===== src/rtl/multicycle_ctrl_fsm.sv =====
// multicycle_ctrl_fsm: variable-length multicycle MIPS control unit.
// Each instruction class walks only the states it needs, and memory
// states wait on the mem_ready handshake.
// Optional feature macro: CTRL_OVF_TRAP_EN. When it is defined, a signed
// overflow on add/sub/addi traps to the exception vector instead of
// writing back the result.
module multicycle_ctrl_fsm #(
  parameter int OP_W     = 6,
  parameter int FUNCT_W  = 6,
  parameter int ALUOP_W  = 3,
  parameter int IDLE_CYC = 1
) (
  input  logic               clk,
  input  logic               rst_n,
  input  logic [OP_W-1:0]    op,
  input  logic [FUNCT_W-1:0] funct,
  input  logic               zero,
  input  logic               neg,
  input  logic               ovf,
  input  logic               mem_ready,
  output logic               pc_write,
  output logic [1:0]         pc_src,
  output logic               ir_write,
  output logic               iord,
  output logic               mem_read,
  output logic               mem_write,
  output logic               reg_write,
  output logic               mem_to_reg,
  output logic               reg_dst,
  output logic               alu_src_a,
  output logic [1:0]         alu_src_b,
  output logic [ALUOP_W-1:0] alu_op,
  output logic [2:0]         state,
  output logic               instr_done,
  output logic               illegal,
  output logic               exc
);

  typedef enum logic [2:0] {
    S_FETCH  = 3'd0,
    S_DECODE = 3'd1,
    S_EXEC   = 3'd2,
    S_MEM    = 3'd3,
    S_WB     = 3'd4,
    S_IDLE   = 3'd7
  } state_t;

  typedef enum logic [3:0] {
    C_ILLEGAL,
    C_RALU,
    C_JR,
    C_ADDI,
    C_ANDI,
    C_LW,
    C_SW,
    C_BEQ,
    C_BNE,
    C_BGTZ,
    C_J
  } class_t;

  localparam logic [1:0] PC_SEQ  = 2'd0;
  localparam logic [1:0] PC_BR   = 2'd1;
  localparam logic [1:0] PC_JMP  = 2'd2;
  localparam logic [1:0] PC_EXC  = 2'd3;

  localparam logic [1:0] SRCB_RT   = 2'd0;
  localparam logic [1:0] SRCB_FOUR = 2'd1;
  localparam logic [1:0] SRCB_SEXT = 2'd2;
  localparam logic [1:0] SRCB_ZEXT = 2'd3;

  localparam logic [ALUOP_W-1:0] ALU_ADD = ALUOP_W'(0);
  localparam logic [ALUOP_W-1:0] ALU_SUB = ALUOP_W'(1);
  localparam logic [ALUOP_W-1:0] ALU_AND = ALUOP_W'(2);
  localparam logic [ALUOP_W-1:0] ALU_OR  = ALUOP_W'(3);
  localparam logic [ALUOP_W-1:0] ALU_XOR = ALUOP_W'(4);
  localparam logic [ALUOP_W-1:0] ALU_NOR = ALUOP_W'(5);

  localparam int IDLE_W = (IDLE_CYC > 1) ? $clog2(IDLE_CYC) : 1;
  localparam logic [IDLE_W-1:0] IDLE_LAST = IDLE_W'(IDLE_CYC - 1);

  state_t               state_q;
  state_t               state_nxt;
  logic [OP_W-1:0]      op_q;
  logic [FUNCT_W-1:0]   funct_q;
  logic [IDLE_W-1:0]    idle_cnt;
  class_t               cls_live;
  class_t               cls_lat;
  logic                 trap_hit;

  // Map an op/funct pair onto the instruction class that selects the state path.
  function automatic class_t classify(input logic [OP_W-1:0] o,
                                      input logic [FUNCT_W-1:0] f);
    class_t c;
    c = C_ILLEGAL;
    case (o)
      OP_W'(0): begin
        if (f == FUNCT_W'(8))
          c = C_JR;
        else if ((f >= FUNCT_W'(32)) && (f <= FUNCT_W'(39)))
          c = C_RALU;
        else
          c = C_ILLEGAL;
      end
      OP_W'(2):  c = C_J;
      OP_W'(4):  c = C_BEQ;
      OP_W'(5):  c = C_BNE;
      OP_W'(7):  c = C_BGTZ;
      OP_W'(8):  c = C_ADDI;
      OP_W'(12): c = C_ANDI;
      OP_W'(35): c = C_LW;
      OP_W'(43): c = C_SW;
      default:   c = C_ILLEGAL;
    endcase
    return c;
  endfunction

  // ALU function for the eight supported R-type arithmetic/logic funct codes.
  function automatic logic [ALUOP_W-1:0] r_alu_op(input logic [FUNCT_W-1:0] f);
    logic [ALUOP_W-1:0] a;
    case (f)
      FUNCT_W'(32), FUNCT_W'(33): a = ALU_ADD;
      FUNCT_W'(34), FUNCT_W'(35): a = ALU_SUB;
      FUNCT_W'(36):               a = ALU_AND;
      FUNCT_W'(37):               a = ALU_OR;
      FUNCT_W'(38):               a = ALU_XOR;
      FUNCT_W'(39):               a = ALU_NOR;
      default:                    a = ALU_ADD;
    endcase
    return a;
  endfunction

  // DECODE looks at the live IR fields; later states use the copy latched in DECODE.
  assign cls_live = classify(op, funct);
  assign cls_lat  = classify(op_q, funct_q);
  assign state    = state_q;

`ifdef CTRL_OVF_TRAP_EN
  // Only the signed adds/subtracts trap; addu/subu never do.
  assign trap_hit = ovf && ((cls_lat == C_ADDI) ||
                            ((cls_lat == C_RALU) &&
                             ((funct_q == FUNCT_W'(32)) || (funct_q == FUNCT_W'(34)))));
`else
  logic ovf_unused;
  assign ovf_unused = ovf;
  assign trap_hit   = 1'b0;
`endif

  // State register; reset drops straight into IDLE, abandoning any access.
  always_ff @(posedge clk or negedge rst_n) begin
    if (!rst_n)
      state_q <= S_IDLE;
    else
      state_q <= state_nxt;
  end

  // Capture op/funct at the end of DECODE so EXEC/MEM/WB see a stable copy.
  always_ff @(posedge clk or negedge rst_n) begin
    if (!rst_n) begin
      op_q    <= '0;
      funct_q <= '0;
    end else if (state_q == S_DECODE) begin
      op_q    <= op;
      funct_q <= funct;
    end
  end

  // Count the cycles spent in IDLE after reset release.
  always_ff @(posedge clk or negedge rst_n) begin
    if (!rst_n)
      idle_cnt <= '0;
    else if (state_q == S_IDLE)
      idle_cnt <= idle_cnt + 1'b1;
    else
      idle_cnt <= '0;
  end

  // Next-state selection and datapath strobes for the current state.
  always_comb begin
    state_nxt  = state_q;
    pc_write   = 1'b0;
    pc_src     = PC_SEQ;
    ir_write   = 1'b0;
    iord       = 1'b0;
    mem_read   = 1'b0;
    mem_write  = 1'b0;
    reg_write  = 1'b0;
    mem_to_reg = 1'b0;
    reg_dst    = 1'b0;
    alu_src_a  = 1'b0;
    alu_src_b  = SRCB_RT;
    alu_op     = ALU_ADD;
    instr_done = 1'b0;
    illegal    = 1'b0;
    exc        = 1'b0;

    case (state_q)
      S_IDLE: begin
        if (idle_cnt == IDLE_LAST)
          state_nxt = S_FETCH;
      end

      S_FETCH: begin
        mem_read  = 1'b1;
        alu_src_b = SRCB_FOUR;
        alu_op    = ALU_ADD;
        if (mem_ready) begin
          ir_write  = 1'b1;
          pc_write  = 1'b1;
          pc_src    = PC_SEQ;
          state_nxt = S_DECODE;
        end
      end

      S_DECODE: begin
        case (cls_live)
          C_ILLEGAL: begin
            illegal    = 1'b1;
            instr_done = 1'b1;
            state_nxt  = S_FETCH;
          end
          C_J: begin
            pc_write   = 1'b1;
            pc_src     = PC_JMP;
            instr_done = 1'b1;
            state_nxt  = S_FETCH;
          end
          default: state_nxt = S_EXEC;
        endcase
      end

      S_EXEC: begin
        case (cls_lat)
          C_RALU: begin
            alu_src_a = 1'b1;
            alu_src_b = SRCB_RT;
            alu_op    = r_alu_op(funct_q);
            state_nxt = S_WB;
          end
          C_ADDI: begin
            alu_src_a = 1'b1;
            alu_src_b = SRCB_SEXT;
            alu_op    = ALU_ADD;
            state_nxt = S_WB;
          end
          C_ANDI: begin
            alu_src_a = 1'b1;
            alu_src_b = SRCB_ZEXT;
            alu_op    = ALU_AND;
            state_nxt = S_WB;
          end
          C_LW, C_SW: begin
            alu_src_a = 1'b1;
            alu_src_b = SRCB_SEXT;
            alu_op    = ALU_ADD;
            state_nxt = S_MEM;
          end
          C_BEQ, C_BNE, C_BGTZ: begin
            alu_src_a  = 1'b1;
            alu_src_b  = SRCB_RT;
            alu_op     = ALU_SUB;
            pc_src     = PC_BR;
            instr_done = 1'b1;
            state_nxt  = S_FETCH;
            if (cls_lat == C_BEQ)
              pc_write = zero;
            else if (cls_lat == C_BNE)
              pc_write = !zero;
            else
              pc_write = !zero && !neg;
          end
          C_JR: begin
            pc_write   = 1'b1;
            pc_src     = PC_JMP;
            instr_done = 1'b1;
            state_nxt  = S_FETCH;
          end
          default: state_nxt = S_FETCH;
        endcase
        if (trap_hit) begin
          exc        = 1'b1;
          pc_write   = 1'b1;
          pc_src     = PC_EXC;
          instr_done = 1'b1;
          state_nxt  = S_FETCH;
        end
      end

      S_MEM: begin
        iord = 1'b1;
        if (cls_lat == C_SW) begin
          mem_write = 1'b1;
          if (mem_ready) begin
            instr_done = 1'b1;
            state_nxt  = S_FETCH;
          end
        end else begin
          mem_read = 1'b1;
          if (mem_ready)
            state_nxt = S_WB;
        end
      end

      S_WB: begin
        reg_write  = 1'b1;
        instr_done = 1'b1;
        state_nxt  = S_FETCH;
        if (cls_lat == C_LW) begin
          mem_to_reg = 1'b1;
          reg_dst    = 1'b0;
        end else begin
          reg_dst = (cls_lat == C_RALU);
        end
      end

      default: state_nxt = S_IDLE;
    endcase
  end

endmodule


===== config.mk =====
export PLATFORM = sky130hd
export DESIGN_NAME = multicycle_ctrl_fsm
export DESIGN_NICKNAME = d
export VERILOG_FILES = /design/src/rtl/multicycle_ctrl_fsm.sv
export SDC_FILE = /design/constraint.sdc
export NUM_CORES = 1
export LEC_CHECK = 0
export BUFFER_PORTS_ARGS = -buffer_cell sky130_fd_sc_hd__clkbuf_2
export CAP_MARGIN = 20
export CORE_MARGIN = 4
export CORE_UTILIZATION = 45
export CTS_BUF_LIST = sky130_fd_sc_hd__clkbuf_4
export DETAILED_ROUTE_END_ITERATION = 10
export GPL_ROUTABILITY_DRIVEN = 0
export PLACE_DENSITY_LB_ADDON = 0.25
export SETUP_SLACK_MARGIN = 0.4
export SYNTH_ARGS = -nofsm -noshare
export SYNTH_HDL_FRONTEND = slang
export SYNTH_SLANG_ARGS = --single-unit

===== constraint.sdc =====
create_clock -name clk -period 4.02 [get_ports clk]
set_input_delay 0.402 -clock clk [delete_from_list [all_inputs] [get_ports clk]]
set_output_delay 0.402 -clock clk [all_outputs]
set_load 0.05 [all_outputs]

Word level (Yosys, flattened, before mapping). Index checks and enable logic that the tools add are counted.

Register bits: 16. Input bits: 18. Output and inout port bits: 22. Word-level logic and storage cells: 117.

Add/subtract/negate cells: 1. $lt $le $gt $ge: 4. Eq/ne operators: 42. Multiplexer cells: 48. Reduce and logical (&&, ||, !) cells: 18.

Operators by type and width (count): 4-bit case mux with 9 select lines (2); 6-bit equality test, second input constant (10); 6-bit by 3-bit equality test with 1-bit output, second input constant (6); 6-bit by 4-bit equality test with 1-bit output, second input constant (6); 1-bit two-way mux (24); 3-bit two-way mux (6); 3-bit case mux with 6 select lines (1); 4-bit by 3-bit equality test with 1-bit output, second input constant (4); 2-bit case mux with 2 select lines (4); 3-bit case mux with 5 select lines (1); 4-bit equality test, second input constant (3); 6-bit by 2-bit equality test with 1-bit output, second input constant (2); 6-bit greater-or-equal comparator, second input constant (2); 6-bit <= comparator, second input constant (2); 6-bit zero test (2); 3-bit case mux with 3 select lines (1); 3-bit OR reduction (3); 4-bit by 2-bit equality test with 1-bit output, second input constant (2); 8-bit OR reduction (1); 3-bit by 2-bit equality test with 1-bit output, second input constant (2); 3-bit equality test, second input constant (2); 2-bit two-way mux (3); 2-bit != test, second input constant (3); 3-bit case mux with 2 select lines (1); 14 further kinds (20).

Longest topological paths before layout. Gate-level depths: netlist (run 1).

Word-level depth: 10. Mapped depth: 6. Depth with buffers taken out: 5.

Worst setup path before layout (run 1). Ideal clock, no wire load.

Kind: register to output. Start point: register state_q[1] (netlist: state[1]). End point: output alu_op[0]. Arrival time: 3.274 ns. Data required time: 3.618 ns. Setup slack: 0.344 ns. Stages on the path, launching flop included: 5. Path buffers: 1. Path through: dfstp_2 -> buf_6 -> or3b_4 -> a221o_2 -> o41ai_1.

Longest elaborated chain between the ends: 2.

Ends and longest elaborated chain: start: declaration (line 82) `state_t state_q;`; start signal: assignment (line 154) `state_q <= state_nxt;`; 3-bit by 2-bit equality test with 1-bit output (line 197) `case (state_q)`; 3-bit two-way mux (line 197); end: declaration (line 32) `output logic [ALUOP_W-1:0] alu_op,`.

Every way passes these cells.

Worst setup path in the final report (run 1).
Start point: register state_q[1] (netlist: state[1]). End point: output instr_done.

Longest elaborated chain between the ends: 2. Elaborated cells on any way between the ends: 5. Classes of those cells: 4 x eq/ne; 1 x mux.

Ends and longest elaborated chain: 3-bit equality test (tied with other cells) (line 197); 1-bit case mux with 4 select lines (*) (line 197); end: declaration (line 34) `output logic instr_done,`.

Mark *: on every way between the ends. The rest lies on a longest branch, timed or not.

==> results of run 1 <==
==> cells by family (layout without fill, tap and decap cells) <==
| family | after synthesis | after routing |
|---|---|---|
| other | 1 | 1 |
| flip-flops | 16 | 16 |
| AO/OA/AOI/OAI | 33 | 33 |
| XOR/XNOR | 2 | 2 |
| multiplexers | 13 | 13 |
| AND/OR/NAND/NOR | 60 | 60 |
| buffers and inverters | 19 | 51 |
==> cells in the final DEF (no fill, tap or decap), types with 2 or more instances in the layout <==
cell type and instances:
nand2b_1 2, nor2_1 14, o211ai_1 2, o32ai_1 2
a21oi_1 7, nand3b_1 2, a22oi_1 2, mux2i_1 2
clkbuf_4 3, nor3b_1 4, mux2_2 11, dfrtp_1 13
a31oi_1 3, and3_1 2, o21ai_0 6, nor4b_1 2
inv_1 9, xor2_1 2, clkbuf_2 37, nand2_1 12
dfstp_2 3, nor3_1 3, nand4_1 2, nand3_1 3
==> registers in the layout (all words and copies together), names as in the netlist <==
signal and count:
op_q 6, funct_q 6, state 3, idle_cnt 1
==> synthesized netlist by cell type (3+ instances only) <==
cell	number
nand3_1	3
nor3b_1	4
buf_2	4
clkbuf_1	3
nor2_1	14
nor3_1	3
a21oi_1	7
dfstp_2	3
nand2_1	12
o21ai_0	6
inv_1	9
a31oi_1	3
dfrtp_1	13
mux2_2	11
==> critical path: cells and delay by family, from the launching register on <==
| family | cells | cell delay [ns] |
|---|---|---|
| AOI/OAI and AO/OA | 1 | 0.22 |
| DFF | 1 | 0.64 |
| buffers and inverters | 1 | 0.28 |
| and+or+nand+nor | 4 | 1.14 |
==> final timing paths <==
kind / start / endpoint / slack (ns) / depth (start not counted)
min in group clk: funct[0] / funct_q[0]$_DFFE_PN0P_ / 0.35 / 2
max in group asynchronous: rst_n / state[2]$_DFFE_PN1P_ / 3.68 / 1
min: rst_n / funct_q[0]$_DFFE_PN0P_ / 0.02 / 1
max reg2reg: op_q[1]$_DFFE_PN0P_ / state[2]$_DFFE_PN1P_ / 1.94 / 5
min reg2reg: idle_cnt$_DFF_PN0_ / idle_cnt$_DFF_PN0_ / 0.44 / 1
max: state[1]$_DFFE_PN1P_ / instr_done / 1.04 / 6
==> metal layers <==
| metal | up-vias | share of wire [%] |
|---|---|---|
| li1 | 602 | - |
| met1 | 584 | 43 |
| met2 | 37 | 49 |
| met3 | 4 | 6.8 |
| met4 | 0 | 1.3 |
| met5 | - | 0 |
==> layout make-up <==
| cell class | instances | area [um^2] | area share, % |
|---|---|---|---|
| clock buffers | 3 | 22.52 | 1.533 |
| clock inverters | 1 | 3.754 | 0.2555 |
| inverters | 9 | 33.78 | 2.300 |
| multi-input cells | 109 | 774.5 | 52.73 |
| flip-flops and latches | 16 | 404.1 | 27.51 |
| well taps | 30 | 37.54 | 2.555 |
| repair buffers | 38 | 192.7 | 13.12 |
==> where the power goes <==
| part | total (mW) | internal (mW) | switching (mW) |
|---|---|---|---|
| Clock | 0.0882 | 0.0361 | 0.0520 |
| Sequential | 0.413 | 0.247 | 0.166 |
| Combinational | 0.680 | 0.252 | 0.428 |
| Total | 1.18 | 0.535 | 0.646 |
==> per-stage QoR <==
| step | utilization, % | worst slack [ns] | std cells | instance area [um^2] |
|---|---|---|---|---|
| final | 57.21 | 1.039 | 206 | 1469 |
| after global routing | 57.21 | 0.8685 | 206 | 1469 |
| after CTS | 57.21 | 1.038 | 206 | 1469 |
| after detailed placement | 56.19 | 1.363 | 202 | 1443 |
| after global placement | 56.19 | 1.387 | 202 | 1443 |
| after floorplan | - | 0.4781 | 144 | 1270 |
==> Implementation_results.wiki, run 1 <==
{| class="wikitable"
! Metric !! Value
|-
| Met2 track demand over resource in global routing || 30.23%
|-
| Clock insertion delay at the later pin of the skew report || 0.29 ns
|-
| Crit path DAT || 2.58 ns
|-
| Fin crit share || 74.16%
|-
| GRT Max-Usage Layer || met2
|-
| Clock Tree Root || clkbuf_4
|-
| Die span in x || 60.97 um
|-
| Number of max-cap violations || 0
|-
| Share of the synthesized netlist area taken by xor and xnor gates || 1.388%
|-
| Remaining DRCs || 0
|-
| Hold_buf cts || 0
|-
| Nets in the synthesized netlist || 162
|-
| Async set-reset flop share out of synthesis || 100.0%
|-
| CP cell instances || or3b_4 > or4b_4 > a21o_1 > nand4_1 > or3b_1 > clkbuf_2
|-
| Global routing usage on met3 || 4.681%
|-
| Register bit total from synthesis || 16
|-
| Number of levels in the clock H-tree || 1
|-
| Measured slew at the worst slew-check pin || 0.5972 ns
|-
| Final-layout worst hold slack || 0.01933 ns
|-
| Maximum number of pins on one net before global-route repair || 18
|-
| Cell type contributing the most total cell area after synthesis || dfrtp_1
|-
| Routed Antenna Nets || 0
|-
| Leakage power total || 0.6759 nW
|-
| Die footprint || 3717 um^2
|-
| Ports placed on the boundary || 40
|-
| Count of flip-flops with a built-in enable after synthesis || 0
|-
| Floorplan die height || 60.97 um
|-
| Unrepaired setup endpoints after global routing || no
|-
| Fin. Hold Viols || 0
|-
| Setup-failing EPs final || 0
|-
| Global-route wire length before repair || 5.168 mm
|-
| Cell Rows || 18
|-
| Number of max-slew violations in the final report || 0
|-
| Average via count per standard cell || 5.956
|-
| Critical path class || reg2out
|-
| Worst min-delay path category || in2async
|-
| Buffer levels on the longest clock path || 2
|-
| Postcts setup bufs || 0
|-
| Worst-path maximum fanout || 10
|-
| HPWL after detailed placement || 2.531 mm
|-
| Total Power Consumption || 1.181 mW
|-
| Sequential share of the synthesized area || 32.01%
|-
| Dominant register cell in the synthesized netlist || dfrtp_1
|-
| Port-buffer cells || 37
|-
| Count of fill cells added during filler insertion || 246
|-
| Synthesized area per cell || 8.767 um^2
|-
| Compound-Gate Fraction of Synth Area || 18.63%
|-
| Portion of netlist area occupied by mux cells || 11.40%
|-
| Post-cts resize count || 0
|-
| Setup crit end kind || output port
|-
| Simple-gate area share of the yosys netlist || 29.04%
|-
| Power density over cell area || 804.1 nW/um^2
|-
| Critical path startpoint category || flip-flop
|-
| Final Critical Period || 2.981 ns
|-
| Final nets || 195
|-
| Top achievable clock speed || 0.3354 GHz
|-
| Clock-pin slew on the worst setup and hold paths || 0.09 ns
|-
| Post-synth cell types || 52
|-
| Starting density of the core || 49.17%
|-
| Fraction of layout instances using a drive strength above 1 || 36.93%
|-
| Clock tree from TritonCTS || built
|-
| Synth Warn # || 0
|-
| Main combinational cell family by area after synthesis || simple AND/OR/NAND/NOR gates
|-
| Synthesized netlist cell count || 144
|-
| Dominant cells by area after synthesis || dfrtp_1 (26%), mux2_2 (9.8%), dfstp_2 (6.2%), nor2_1 (4.2%), nand2_1 (3.6%)
|-
| Number of buffers added by the clock tree synthesis step || 3
|-
| Total routing usage reported by global routing || 18.87%
|-
| Core footprint || 2567 um^2
|-
| Slew margin rel. || 60.10%
|-
| Drt first pass iters || 4
|-
| Req. time, crit path || 3.62 ns
|-
| Netlist area before placement || 1262 um^2
|-
| Number of antenna violations at the first check in global routing || 0
|-
| Total Neg Setup Slack || 0 ns
|-
| Drt initial violations || 68
|-
| Met1 GRT Util || 24.57%
|-
| Slowest CP cell || dfstp_2
|-
| Top-area cell type share of the netlist area || 25.77%
|-
| Via count of the routed design || 1227
|-
| Via count of the first global-routing pass || 1158
|-
| Total wire length after detailed routing || 3.212 mm
|-
| Area Growth Syn to Fin || 16.35%
|-
| Number of clock sinks || 16
|-
| Number of antenna diodes || 0
|-
| Largest incremental delay on the critical path || 0.64 ns
|-
| Post-Synth Adder-Cell Area || 0%
|-
| Status || completed
|-
| Gr ovfl total || 0
|-
| Final setup skew || 0.002487 ns
|-
| Peak supply drop || 570.0 uV
|-
| Final routed wire length divided by cell count || 15.59 um
|}
(Power assumes the default switching activity.)
==> run 2, diff against run 1 <==
ABC_AREA = 1   (was default)
clock period = 2.4 ns   (was 4.02 ns; I/O delays follow)
==> Implementation_results.wiki, run 2 <==
{| class="wikitable"
! Metric !! Value
|-
| Status || completed
|-
| Core footprint || 2805 um^2 (+9.3%)
|-
| Met1 GRT Util || 22.97% (-1.6 points)
|-
| Average via count per standard cell || 5.043 (-15%)
|-
| Final core utilization || 71.68% (+14 points)
|-
| Count of fill cells added during filler insertion || 228 (-7.3%)
|-
| Total Neg Setup Slack || 0 ns (unchanged)
|-
| Post-synth cell types || 27 (-48%)
|-
| Async set-reset flop share out of synthesis || 100.0% (unchanged)
|-
| Final nets || 290 (+49%)
|-
| Top-area cell type share of the netlist area || 24.16% (-1.6 points)
|-
| Most common cell after layout, fill and taps aside || nand2_1
|-
| Buffer levels on the longest clock path || 2 (unchanged)
|-
| Routed Antenna Nets || 0 (unchanged)
|-
| Remaining DRCs || 0 (unchanged)
|-
| Final routed wire length divided by cell count || 11.84 um (-24%)
|-
| Dominant register cell in the synthesized netlist || dfrtp_1
|-
| Setup crit end kind || output port
|-
| Synthesized area per cell || 6.176 um^2 (-30%)
|-
| Sequential share of the synthesized area || 30.02% (-2.0 points)
|-
| Cell Rows || 19 (+1)
|-
| Number of max-cap violations || 0 (unchanged)
|-
| Final setup skew || 0.002732 ns (+0.0002449 ns)
|-
| Peak supply drop || 458.8 uV (-20%)
|-
| Total routing usage reported by global routing || 17.39% (-1.5 points)
|-
| Relative contribution of combinational cells to total power || 69.4% (+12 points)
|-
| Number of antenna diodes || 0 (unchanged)
|-
| Fraction of layout instances using a drive strength above 1 || 46.86% (+9.9 points)
|-
| Worst setup path end || pc_write
|-
| Fin. Hold Viols || 0 (unchanged)
|-
| Final-layout worst hold slack || 0.1871 ns (+0.1677 ns)
|-
| Area Growth Syn to Fin || 49.35%
|-
| HPWL after detailed placement || 2.614 mm (+3.3%)
|-
| Dominant cells by area after synthesis || dfrtp_1 (24%), nand2_1 (14%), nor2_1 (8.9%), inv_1 (8.6%), o21ai_0 (6.7%)
|-
| Setup-failing EPs final || 0 (unchanged)
|-
| Crit. Startpoint || op_q[4]$_DFFE_PN0P_
|-
| Worst min-delay path category || in2reg
|-
| Pint || 1.057 mW (+98%)
|-
| Synth top cells by count || nand2_1 (52), nor2_1 (32), inv_1 (31)
|-
| Worst R2R Setup Slack || 0.84 ns (-1.10 ns)
|-
| Via count of the routed design || 1523 (+24%)
|-
| Psw || 1.341 mW (+110%)
|-
| Req. time, crit path || 2.16 ns (-1.46 ns)
|-
| Global routing usage on met3 || 2.158% (-2.5 points)
|-
| Worst flop-to-flop path endpoint || state[2]$_DFFE_PN1P_
|-
| Gr ovfl total || 0 (unchanged)
|-
| Number of buffers added by the clock tree synthesis step || 3 (unchanged)
|-
| Most frequent cells in the layout || nand2_1 (44), inv_1 (28), clkbuf_2 (24)
|-
| Clock insertion delay at the later pin of the skew report || 0.27 ns (-0.02 ns)
|-
| Register bit total from synthesis || 16 (unchanged)
|-
| Number of clock sinks || 16 (unchanged)
|-
| Power density over cell area || 1193 nW/um^2 (+48%)
|-
| Cell type contributing the most total cell area after synthesis || dfrtp_1
|-
| Number of cells on the worst reg-to-reg path || 7 (+2)
|-
| Switching power as a share of total power || 55.92% (+1.2 points)
|-
| Leakage power total || 1.036 nW (+53%)
|-
| Floorplan die height || 62.70 um (+2.8%)
|-
| Drt initial violations || 67 (-1.5%)
|-
| Most numerous cell in the Yosys netlist || nand2_1
|-
| Via count of the first global-routing pass || 1316 (+14%)
|-
| Die span in x || 62.70 um (+2.8%)
|-
| Drt first pass iters || 4 (unchanged)
|-
| Ports placed on the boundary || 40 (unchanged)
|-
| Maximum number of pins on one net before global-route repair || 23 (+5)
|-
| Crit path DAT || 1.81 ns (-0.77 ns)
|-
| CP cell instances || nor2_4 > nand2_2 > inv_2 > nand2_4 > inv_2 > nand2_2 > nand2_1 > nand3_2 > nand2_4 > nor2_4 > o21ai_4 > buf_8
|-
| Slowest CP cell || dfrtp_2
|-
| Fin crit share || 85.27%
|-
| Clock-pin slew on the worst setup and hold paths || 0.09 ns (about the same)
|-
| Critical path class || reg2out
|-
| Number of max-slew violations in the final report || 0 (unchanged)
|-
| Starting density of the core || 47.99% (-1.2 points)
|-
| Relative contribution of sequential cells to total power || 24.4% (-10 points)
|-
| Nets in the synthesized netlist || 236 (+46%)
|-
| Unrepaired setup endpoints after global routing || yes
|-
| Largest incremental delay on the critical path || 0.46 ns (-0.18 ns)
|-
| Number of antenna violations at the first check in global routing || 0 (unchanged)
|-
| Top achievable clock speed || 0.4886 GHz
|-
| Clock tree from TritonCTS || built
|-
| Synth Warn # || 0 (unchanged)
|-
| Synthesized netlist cell count || 218 (+51%)
|-
| Total wire length after detailed routing || 3.577 mm (+11%)
|-
| Global-route wire length before repair || 5.637 mm (+9.1%)
|-
| Met2 track demand over resource in global routing || 29.69% (-0.54 points)
|-
| Number of levels in the clock H-tree || 1 (unchanged)
|-
| Final Critical Period || 2.047 ns
|-
| Critical path startpoint category || flip-flop
|-
| Power share of the clock group || 6.2% (-1.3 points)
|-
| Port-buffer cells || 37 (unchanged)
|-
| Count of flip-flops with a built-in enable after synthesis || 0 (unchanged)
|-
| GRT Max-Usage Layer || met2
|-
| Worst-path maximum fanout || 4 (-6)
|-
| Reg-to-reg critical path startpoint || state[1]$_DFFE_PN1P_
|-
| Clock Tree Root || clkbuf_4
|-
| Netlist area before placement || 1346 um^2 (+6.6%)
|-
| Die footprint || 3931 um^2 (+5.8%)
|}
==> run 2: how the worst min path moves through the flow <==
stage | depth (start not counted) | slack, ns | to | from
4_1_cts | 3 | 0.19 | funct_q[0]$_DFFE_PN0P_ | funct[0]
6_report | 3 | 0.19 | funct_q[0]$_DFFE_PN0P_ | funct[0]
3_5_place_dp | 1 | 0.17 | funct_q[4]$_DFFE_PN0P_ | rst_n
2_1_floorplan | 0 | -0.06 | funct_q[0]$_DFFE_PN0P_ | rst_n
3_3_place_gp | 1 | 0.17 | funct_q[4]$_DFFE_PN0P_ | rst_n
5_1_grt | 3 | 0.19 | funct_q[0]$_DFFE_PN0P_ | funct[0]
==> run 2: critical path, delay by kind of cell (launching register included) <==
family / cells / cell delay, ns
AO/OA/AOI/OAI: 1 / 0.06
AND/OR/NAND/NOR: 8 / 0.70
buffers and inverters: 3 / 0.30
flip-flops: 1 / 0.46
==> run 2: routing by layer <==
metal / wire, um / share of wire, %
met2: 1736 / 49
met4: 41 / 1.1
met1: 1653 / 46
met5: 0 / 0
met3: 145 / 4.1
==> run 2: stage by stage <==
step,cell area (um^2),power [mW],setup WS (ns),std cells
4_1_cts,1829,2.140,0.3633,295
2_1_floorplan,1440,1.602,0.3172,218
3_3_place_gp,1655,1.847,0.4175,284
3_5_place_dp,1655,1.858,0.4093,284
6_report,2011,2.399,0.3534,302
5_1_grt,2011,2.582,0.2715,302
==> run 2: cells by family after synthesis <==
logic type | synth area share, %
buf+inv | 12.36
other cells | 0.2785
simple gates | 46.65
compound gates | 10.69
flops | 30.02
==> run 2: final cells by class <==
type,instances,area [um^2],share of cell area (%)
clock buffers,4,30.03,1.493
well taps,31,38.79,1.929
flip-flops and latches,16,416.7,20.72
inverters,40,152.6,7.592
multi-input cells,159,997.2,49.60
repair buffers,52,375.4,18.67
==> run 2: timing repair <==
item | CTS | global route
hold buffers | 1 | 0
setup endpoints to repair | 13 | 13
gates resized for setup | 26 | 49
pin swaps | 8 | 12
endpoints found under the hold margin | 13 | 0
setup buffers | 6 | 7
==> run 2: power by group through the flow <==
stage / combinational [mW] / clock [mW] / sequential, mW
after floorplan: 0.959 / 0 / 0.643
final: 1.66 / 0.149 / 0.586
after detailed placement: 1.28 / 0 / 0.576
after CTS: 1.43 / 0.154 / 0.560
after global placement: 1.27 / 0 / 0.574
after global routing: 1.80 / 0.170 / 0.607
